### config.mk
export PLATFORM = sky130hd
export DESIGN_NAME = seq_det_ctrl
export DESIGN_NICKNAME = d
export VERILOG_FILES = /design/src/rtl/seq_det_ctrl.sv
export SDC_FILE = /design/constraint.sdc
export NUM_CORES = 1
export LEC_CHECK = 0
export CAP_MARGIN = 10
export CORE_MARGIN = 10
export CORE_UTILIZATION = 48
export CTS_CLUSTER_DIAMETER = 40
export DETAILED_ROUTE_END_ITERATION = 10
export PLACE_DENSITY = 0.85
export SETUP_SLACK_MARGIN = 0.02
export SYNTH_ARGS = -nofsm -noshare
export SYNTH_HDL_FRONTEND = slang
export SYNTH_SLANG_ARGS = --single-unit
### constraint.sdc
create_clock -name clk -period 2.02 [get_ports clk]
set_input_delay 0.303 -clock clk [delete_from_list [all_inputs] [get_ports clk]]
set_output_delay 0.303 -clock clk [all_outputs]
set_load 0.005 [all_outputs]
### src/rtl/seq_det_ctrl.sv
// ---------------------------------------------------------------------------
// seq_det_ctrl
//   Sequencing controller for the serial pattern detector path. Parallel words
//   are accepted over a valid/ready handshake and serialized MSB-first, one bit
//   per clock. A programmable PAT_W-bit pattern is detected on the continuous
//   bit stream with overlap allowed. Matches are counted with saturation, and an
//   optional sticky threshold interrupt can be raised.
//
//   Optional feature macro: SEQ_CTRL_IRQ_EN
//     defined   : thresh register and sticky irq are present.
//     undefined : irq is tied low; cfg_thresh and irq_clr are ignored.
//
// Ports
//   clk          in   clock, rising edge
//   rst          in   synchronous reset, active-high
//   cfg_we       in   config write strobe
//   cfg_pattern  in   pattern value, latched on an accepted cfg_we
//   cfg_thresh   in   irq threshold, latched on an accepted cfg_we
//   cfg_err      out  1-cycle pulse: cfg_we ignored because busy or word accept
//   word_valid   in   source has a word
//   word_data    in   word to serialize, MSB first
//   word_ready   out  controller can accept a word this cycle
//   busy         out  controller is shifting a word
//   match        out  registered 1-cycle pulse per pattern completion
//   match_cnt    out  saturating match count
//   irq          out  sticky threshold interrupt
//   irq_clr      in   clears irq
// ---------------------------------------------------------------------------
module seq_det_ctrl #(
  parameter int unsigned       WORD_W  = 8,
  parameter int unsigned       PAT_W   = 5,
  parameter logic [PAT_W-1:0]  PAT_RST = 5'b10110,
  parameter int unsigned       CNT_W   = 8
) (
  input  logic              clk,
  input  logic              rst,
  input  logic              cfg_we,
  input  logic [PAT_W-1:0]  cfg_pattern,
  input  logic [CNT_W-1:0]  cfg_thresh,
  output logic              cfg_err,
  input  logic              word_valid,
  input  logic [WORD_W-1:0] word_data,
  output logic              word_ready,
  output logic              busy,
  output logic              match,
  output logic [CNT_W-1:0]  match_cnt,
  output logic              irq,
  input  logic              irq_clr
);

  localparam int unsigned       IDX_W    = (WORD_W > 1) ? $clog2(WORD_W) : 1;
  localparam int unsigned       FILL_W   = $clog2(PAT_W + 1);
  localparam logic [IDX_W-1:0]  LAST_IDX = IDX_W'(WORD_W - 1);
  localparam logic [FILL_W-1:0] FILL_MAX = FILL_W'(PAT_W);
  localparam logic [CNT_W-1:0]  CNT_MAX  = '1;

  typedef enum logic {
    IDLE,
    SHIFT
  } state_t;

  state_t             state;
  logic [WORD_W-1:0]  sreg;
  logic [IDX_W-1:0]   bit_idx;
  logic [PAT_W-1:0]   hist;
  logic [PAT_W-1:0]   pattern;
  logic [FILL_W-1:0]  fill;

  logic               accept;
  logic               consume;
  logic               last_bit;
  logic [PAT_W-1:0]   hist_next;
  logic [FILL_W-1:0]  fill_next;
  logic               hit;
  logic               cnt_inc;
  logic [CNT_W-1:0]   cnt_plus;
  logic               cfg_ok;

  // Ready in IDLE, or on the last bit of the current word so a new word can be
  // loaded on the same edge that consumes that bit (gap-free streaming).
  assign word_ready = !rst && ((state == IDLE) || (bit_idx == LAST_IDX));
  assign accept     = word_valid && word_ready;
  assign consume    = (state == SHIFT);
  assign last_bit   = consume && (bit_idx == LAST_IDX);

  assign hist_next  = {hist[PAT_W-2:0], sreg[WORD_W-1]};
  assign fill_next  = (fill == FILL_MAX) ? fill : fill + 1'b1;
  assign hit        = consume && (hist_next == pattern) && (fill_next >= FILL_MAX);
  assign cnt_inc    = hit && (match_cnt != CNT_MAX);
  assign cnt_plus   = match_cnt + 1'b1;

  // A config write is only honoured while idle with no word being taken.
  assign cfg_ok     = cfg_we && (state == IDLE) && !accept;

  always_ff @(posedge clk) begin
    if (rst) begin
      state     <= IDLE;
      sreg      <= '0;
      bit_idx   <= '0;
      hist      <= '0;
      fill      <= '0;
      pattern   <= PAT_RST;
      match     <= 1'b0;
      match_cnt <= '0;
      cfg_err   <= 1'b0;
      busy      <= 1'b0;
    end else begin
      match   <= hit;
      cfg_err <= cfg_we && !cfg_ok;

      if (consume) begin
        hist    <= hist_next;
        fill    <= fill_next;
        sreg    <= {sreg[WORD_W-2:0], 1'b0};
        bit_idx <= bit_idx + 1'b1;
      end

      if (cnt_inc) begin
        match_cnt <= cnt_plus;
      end

      // Word loads come after the consume update so a load on the last-bit
      // edge overrides the shift of the finished word.
      case (state)
        IDLE: begin
          if (accept) begin
            sreg    <= word_data;
            bit_idx <= '0;
            state   <= SHIFT;
            busy    <= 1'b1;
          end
        end
        SHIFT: begin
          if (last_bit) begin
            if (accept) begin
              sreg    <= word_data;
              bit_idx <= '0;
            end else begin
              state   <= IDLE;
              busy    <= 1'b0;
            end
          end
        end
        default: begin
          state <= IDLE;
          busy  <= 1'b0;
        end
      endcase

      // Only possible in IDLE, where nothing is consumed, so no conflict with
      // the history/counter updates above.
      if (cfg_ok) begin
        pattern   <= cfg_pattern;
        hist      <= '0;
        fill      <= '0;
        match_cnt <= '0;
      end
    end
  end

`ifdef SEQ_CTRL_IRQ_EN
  logic [CNT_W-1:0] thresh;
  logic             irq_set;

  // Set only on a real increment reaching the threshold; saturated holds
  // leave the counter unchanged and therefore cannot set irq again.
  assign irq_set = cnt_inc && (thresh != '0) && (cnt_plus == thresh);

  always_ff @(posedge clk) begin
    if (rst) begin
      thresh <= '0;
      irq    <= 1'b0;
    end else begin
      if (cfg_ok) begin
        thresh <= cfg_thresh;
      end
      if (irq_set) begin
        irq <= 1'b1;
      end else if (irq_clr) begin
        irq <= 1'b0;
      end
    end
  end
`else
  logic unused_irq_inputs;

  assign unused_irq_inputs = ^{cfg_thresh, irq_clr};
  assign irq               = 1'b0;
`endif

endmodule

After elaboration in Yosys (flattened, before gate mapping)
Index checks and enable logic that the tools add are counted.

Register bits: 35. Bits of input ports: 26. Output and inout port bits: 13. Word-level logic and storage cells: 53.

$lt $le $gt $ge: 1. Muxes and demuxes: 16. Bitwise operators: 1. Reductions and logical operators: 15. Equality and inequality tests: 7. Add/sub/neg operators: 3.

Operator list (count): 8-bit 2-to-1 mux (3); 8-bit case mux with 2 select lines (1); 3-bit 2-to-1 mux (4); 1-bit logical AND (9); 8-bit by 1-bit adder with 8-bit output, second input constant (1); 8-bit inequality test, second input constant (1); 3-bit by 1-bit adder with 3-bit output, second input constant (2); 3-bit equality test, second input constant (2); 3-bit case mux with 2 select lines (1); 5-bit equality test (1); 1-bit 2-to-1 mux (5); 2-bit inequality test, second input constant (2); 1-bit case mux with 2 select lines (2); 3-bit greater-or-equal comparator, second input constant (1); 1-bit zero test (3); 3-bit AND reduction (1); 2-bit by 1-bit inequality test with 1-bit output, second input constant (1); 2-bit OR reduction (1); 1-bit logical OR (1); 1-bit NOT (1).

Logic depth before layout (Yosys ltp)
Word-level depth: 8. Mapped depth: 8. Depth with buffers taken out: 7.

Least setup slack after synthesis
No wires, ideal clock.

Kind: flip-flop to flip-flop. Start point: register fill[1]. End point: register match_cnt[2]. Slack: 0.273 ns. Arrival time: 1.612 ns. Library setup time: 0.135 ns. Path buffers: 1. Stages on the path, launching flop included: 9. Data required time: 1.885 ns. Clock period less this slack: 1.747 ns. Path through: dfxtp_1 -> inv_1 -> ha_1 -> nor4bb_1 -> a31oi_1 -> nand4_1 -> clkbuf_1 -> o311ai_0 -> o41ai_1.

Cells in the longest elaborated chain, start to end: 5. Elaborated cells on any way between the ends: 6. Those cells by class: add/sub: 1; order compare: 1; eq/ne: 1; mux: 1; reduce/logical: 2.

RTL lines: from (decl) (RTL line 67) `logic [FILL_W-1:0] fill;`; from (signal assigned) (RTL line 113) `fill <= fill_next;`; 3-bit by 1-bit adder with 3-bit output / 3-bit equality test (equally long branches) (RTL line 87) `assign fill_next = (fill == FILL_MAX) ? fill : fill + 1'b1;`; 3-bit 2-to-1 mux (*) (RTL line 87); 3-bit greater-or-equal comparator (*) (RTL line 88) `assign hit = consume && (hist_next == pattern) && (fill_next >= FILL_MAX);`; 1-bit logical AND (*) (RTL line 88); 1-bit logical AND (*) (RTL line 89) `assign cnt_inc = hit && (match_cnt != CNT_MAX);`; to (signal assigned) (RTL line 119) `match_cnt <= cnt_plus;`; to (decl) (RTL line 46) `output logic [CNT_W-1:0] match_cnt,`.

Every way passes the cells marked *; elsewhere a longest branch is shown, timed or not. A chain may end at the register's enable or synchronous reset.

Worst setup path after layout
Start point: register fill[0]. End point: register match_cnt[7].

Same word-level chain as after synthesis.

==> reports/metrics.csv <==
metric,value,unit
status,completed,
clk_latency,0.34,ns
area_delta_synth_final,31.7,%
min_period_over_period,91.5,%
wire_per_inst,13.3,um
drive_gt1_share,14.3,%
synth_cells,178,
htreeDepth,2,
criticalPathCategory,register to register,
routed_wl,3460,um
final_util,67.9,%
drcViolationCount,0,
track_usage,11.9,%
die_width,78.0,um
synth_top_area_cell,dfxtp_1,
numCtsBuffers,5,
gp_congestion,0.871,
antenna_found_initial,0,
maxCapViolations,0,
finalSetupViolCount,0,
vias_per_cell,5.32,
synth_area_leaders,"dfxtp_1 (43%), mux2i_1 (8.7%), nor2_1 (4.4%), o31ai_1 (4.2%), nand2_1 (4.0%)",
grt_max_degree,19,
overflow,0,
timing.final.ws_setup,0.172,ns
std_cell_rows,20,
synth_top_area_share,43.4,%
synth_area_per_cell,9.06,um2
grt_first_pass_wirelength,5930,um
nets,247,
clockRootBuffer,clkbuf_4,
rsz0062_at_grt,no,
synth_ff_type,dfxtp_1,
grt_pass1_vias,1349,
tns,0,ns
total_power,1540,uW
netlist_area,0.00161,mm2
dieHeight,78.0,um
vias,1389,
ys_warn_count,0,
required,2.30,ns
fmax,541,MHz
synth_common_cells,"dfxtp_1 (35), nor2_1 (19), nand2_1 (17)",
core,0.00313,mm2
top_level_ports,39,
hold_viol,0,
yosysSeqAreaShare,43.4,%
start_kind,register,
cts_sinks,35,
p_leak,0.000829,uW
synth_edf_count,0,
cts_tree,yes,
yosysMostFrequentCell,dfxtp_1,
final_antenna_net_count,0,
end_kind,register,
ff2ff_path_depth,6,
drt_iter0_drc,60,
syn-num-nets,209,
antenna_cells,0,
power-per-cell-area,725,mW/mm2
async_flop_share,0,%
die_area,0.00608,mm2
fin_skew,0.00849,ns
synth_cell_types,42,
hold_class,input pin to register,
worstPathMaxFanout,5,
path_clk_slew,0.11,ns
vdd.ir_drop.worst,0.474,mV
firstDrtPassIters,4,
hpwl,2500,um
fin_crit,1.85,ns
hold_depth,3,
portBuffers,28,
maxSlewViolCount,0,
initial_core_util,51.6,%
dpl_worst_slack,0.0635,ns
cts.path.max_buffers,2,
ys_seq_elements,35,
arrival,2.12,ns
path summary, 6_finish.rpt:
path / slack (ns) / end / from
max: 0.17 / match_cnt[7] / fill[0]
min: 0.50 / sreg[2] / word_data[2]
max reg2reg: 0.17 / match_cnt[7] / fill[0]
min reg2reg: 0.50 / match_cnt[6] / match_cnt[6]
critical path, cell delays in order, from the launching register on:
cell     delay (ns)
dfxtp_4        0.38
ha_1           0.33
a31oi_2        0.23
nand4_1        0.18
buf_4          0.19
or3_1          0.33
a21oi_1        0.14
cells by family (layout without fill, tap and decap cells):
family	count (synthesis)	count (layout)	synth area share, %
and+or+nand+nor	66	66	20.2
DFF	35	35	43.4
AOI/OAI and AO/OA	34	34	15.0
buffers and inverters	16	55	4.81
muxes	14	14	8.69
xor gates and xnor gates	7	7	3.80
adders and majority gates	5	5	3.88
other	1	1	0.233
routing by layer:
metal | global-route usage (%) | share of wire [%] | vias up
li1 | - | - | 718
met1 | 12.3 | 44 | 641
met2 | 20.5 | 49 | 24
met3 | 4.61 | 4.9 | 6
met4 | 5.91 | 2.2 | 0
met5 | 0 | 0 | -
cell type report:
cell class                      count  area, um2
Clock buffer                        6       41.3
Clock inverter                      2       60.1
Fill cell                         263       1000
Inverter                            5       18.8
Multi-Input combinational cell    127        853
Sequential cell                    35        707
Tap cell                           44       55.1
Timing Repair Buffer               42        388
where the power goes:
part	leakage, uW	switching (uW)	internal, uW
clock	0.0000525	231	386
sequential	0.000287	19.3	720
combinational	0.000490	85.1	96.4
total	0.000829	335	1200
timing repair:
item                                    4_1_cts  5_1_grt
buffers inserted                              1        1
hold buffers                                  0        0
cloned                                        0        0
pin swaps                                     1        3
resized for setup                             4        8
endpoints found under the setup margin        1        7
state kept, by name, indices dropped and copies added (netlist names), 3 cells and up:
name and count:
pattern 5, fill 3, match_cnt 8, bit_idx 3, sreg 8, hist 4
metrics by stage:
stage	instance area, um2	std cells	hold slack, ns
after floorplan	1610	178	0.411
after global placement	1980	251	0.472
after detailed placement	1980	251	0.475
after CTS	2090	260	0.489
after global routing	2120	261	0.509
final	2120	261	0.502
layout by cell type (no fill, tap or decap), types with 4 or more instances in the layout:
master           Yosys  layout
and3_1               4       4
dfxtp_1             35      32
clkdlybuf4s50_1      0      27
inv_1                4       4
nor2_1              19      18
nand2_1             17      16
a21oi_1              7       7
o31ai_1              9       9
clkbuf_4             0       5
buf_4                2      13
nor3_1               7       6
xor2_1               6       6
ha_1                 5       4
mux2i_1             14      14
Note: power is estimated with default switching activity, not from simulation.
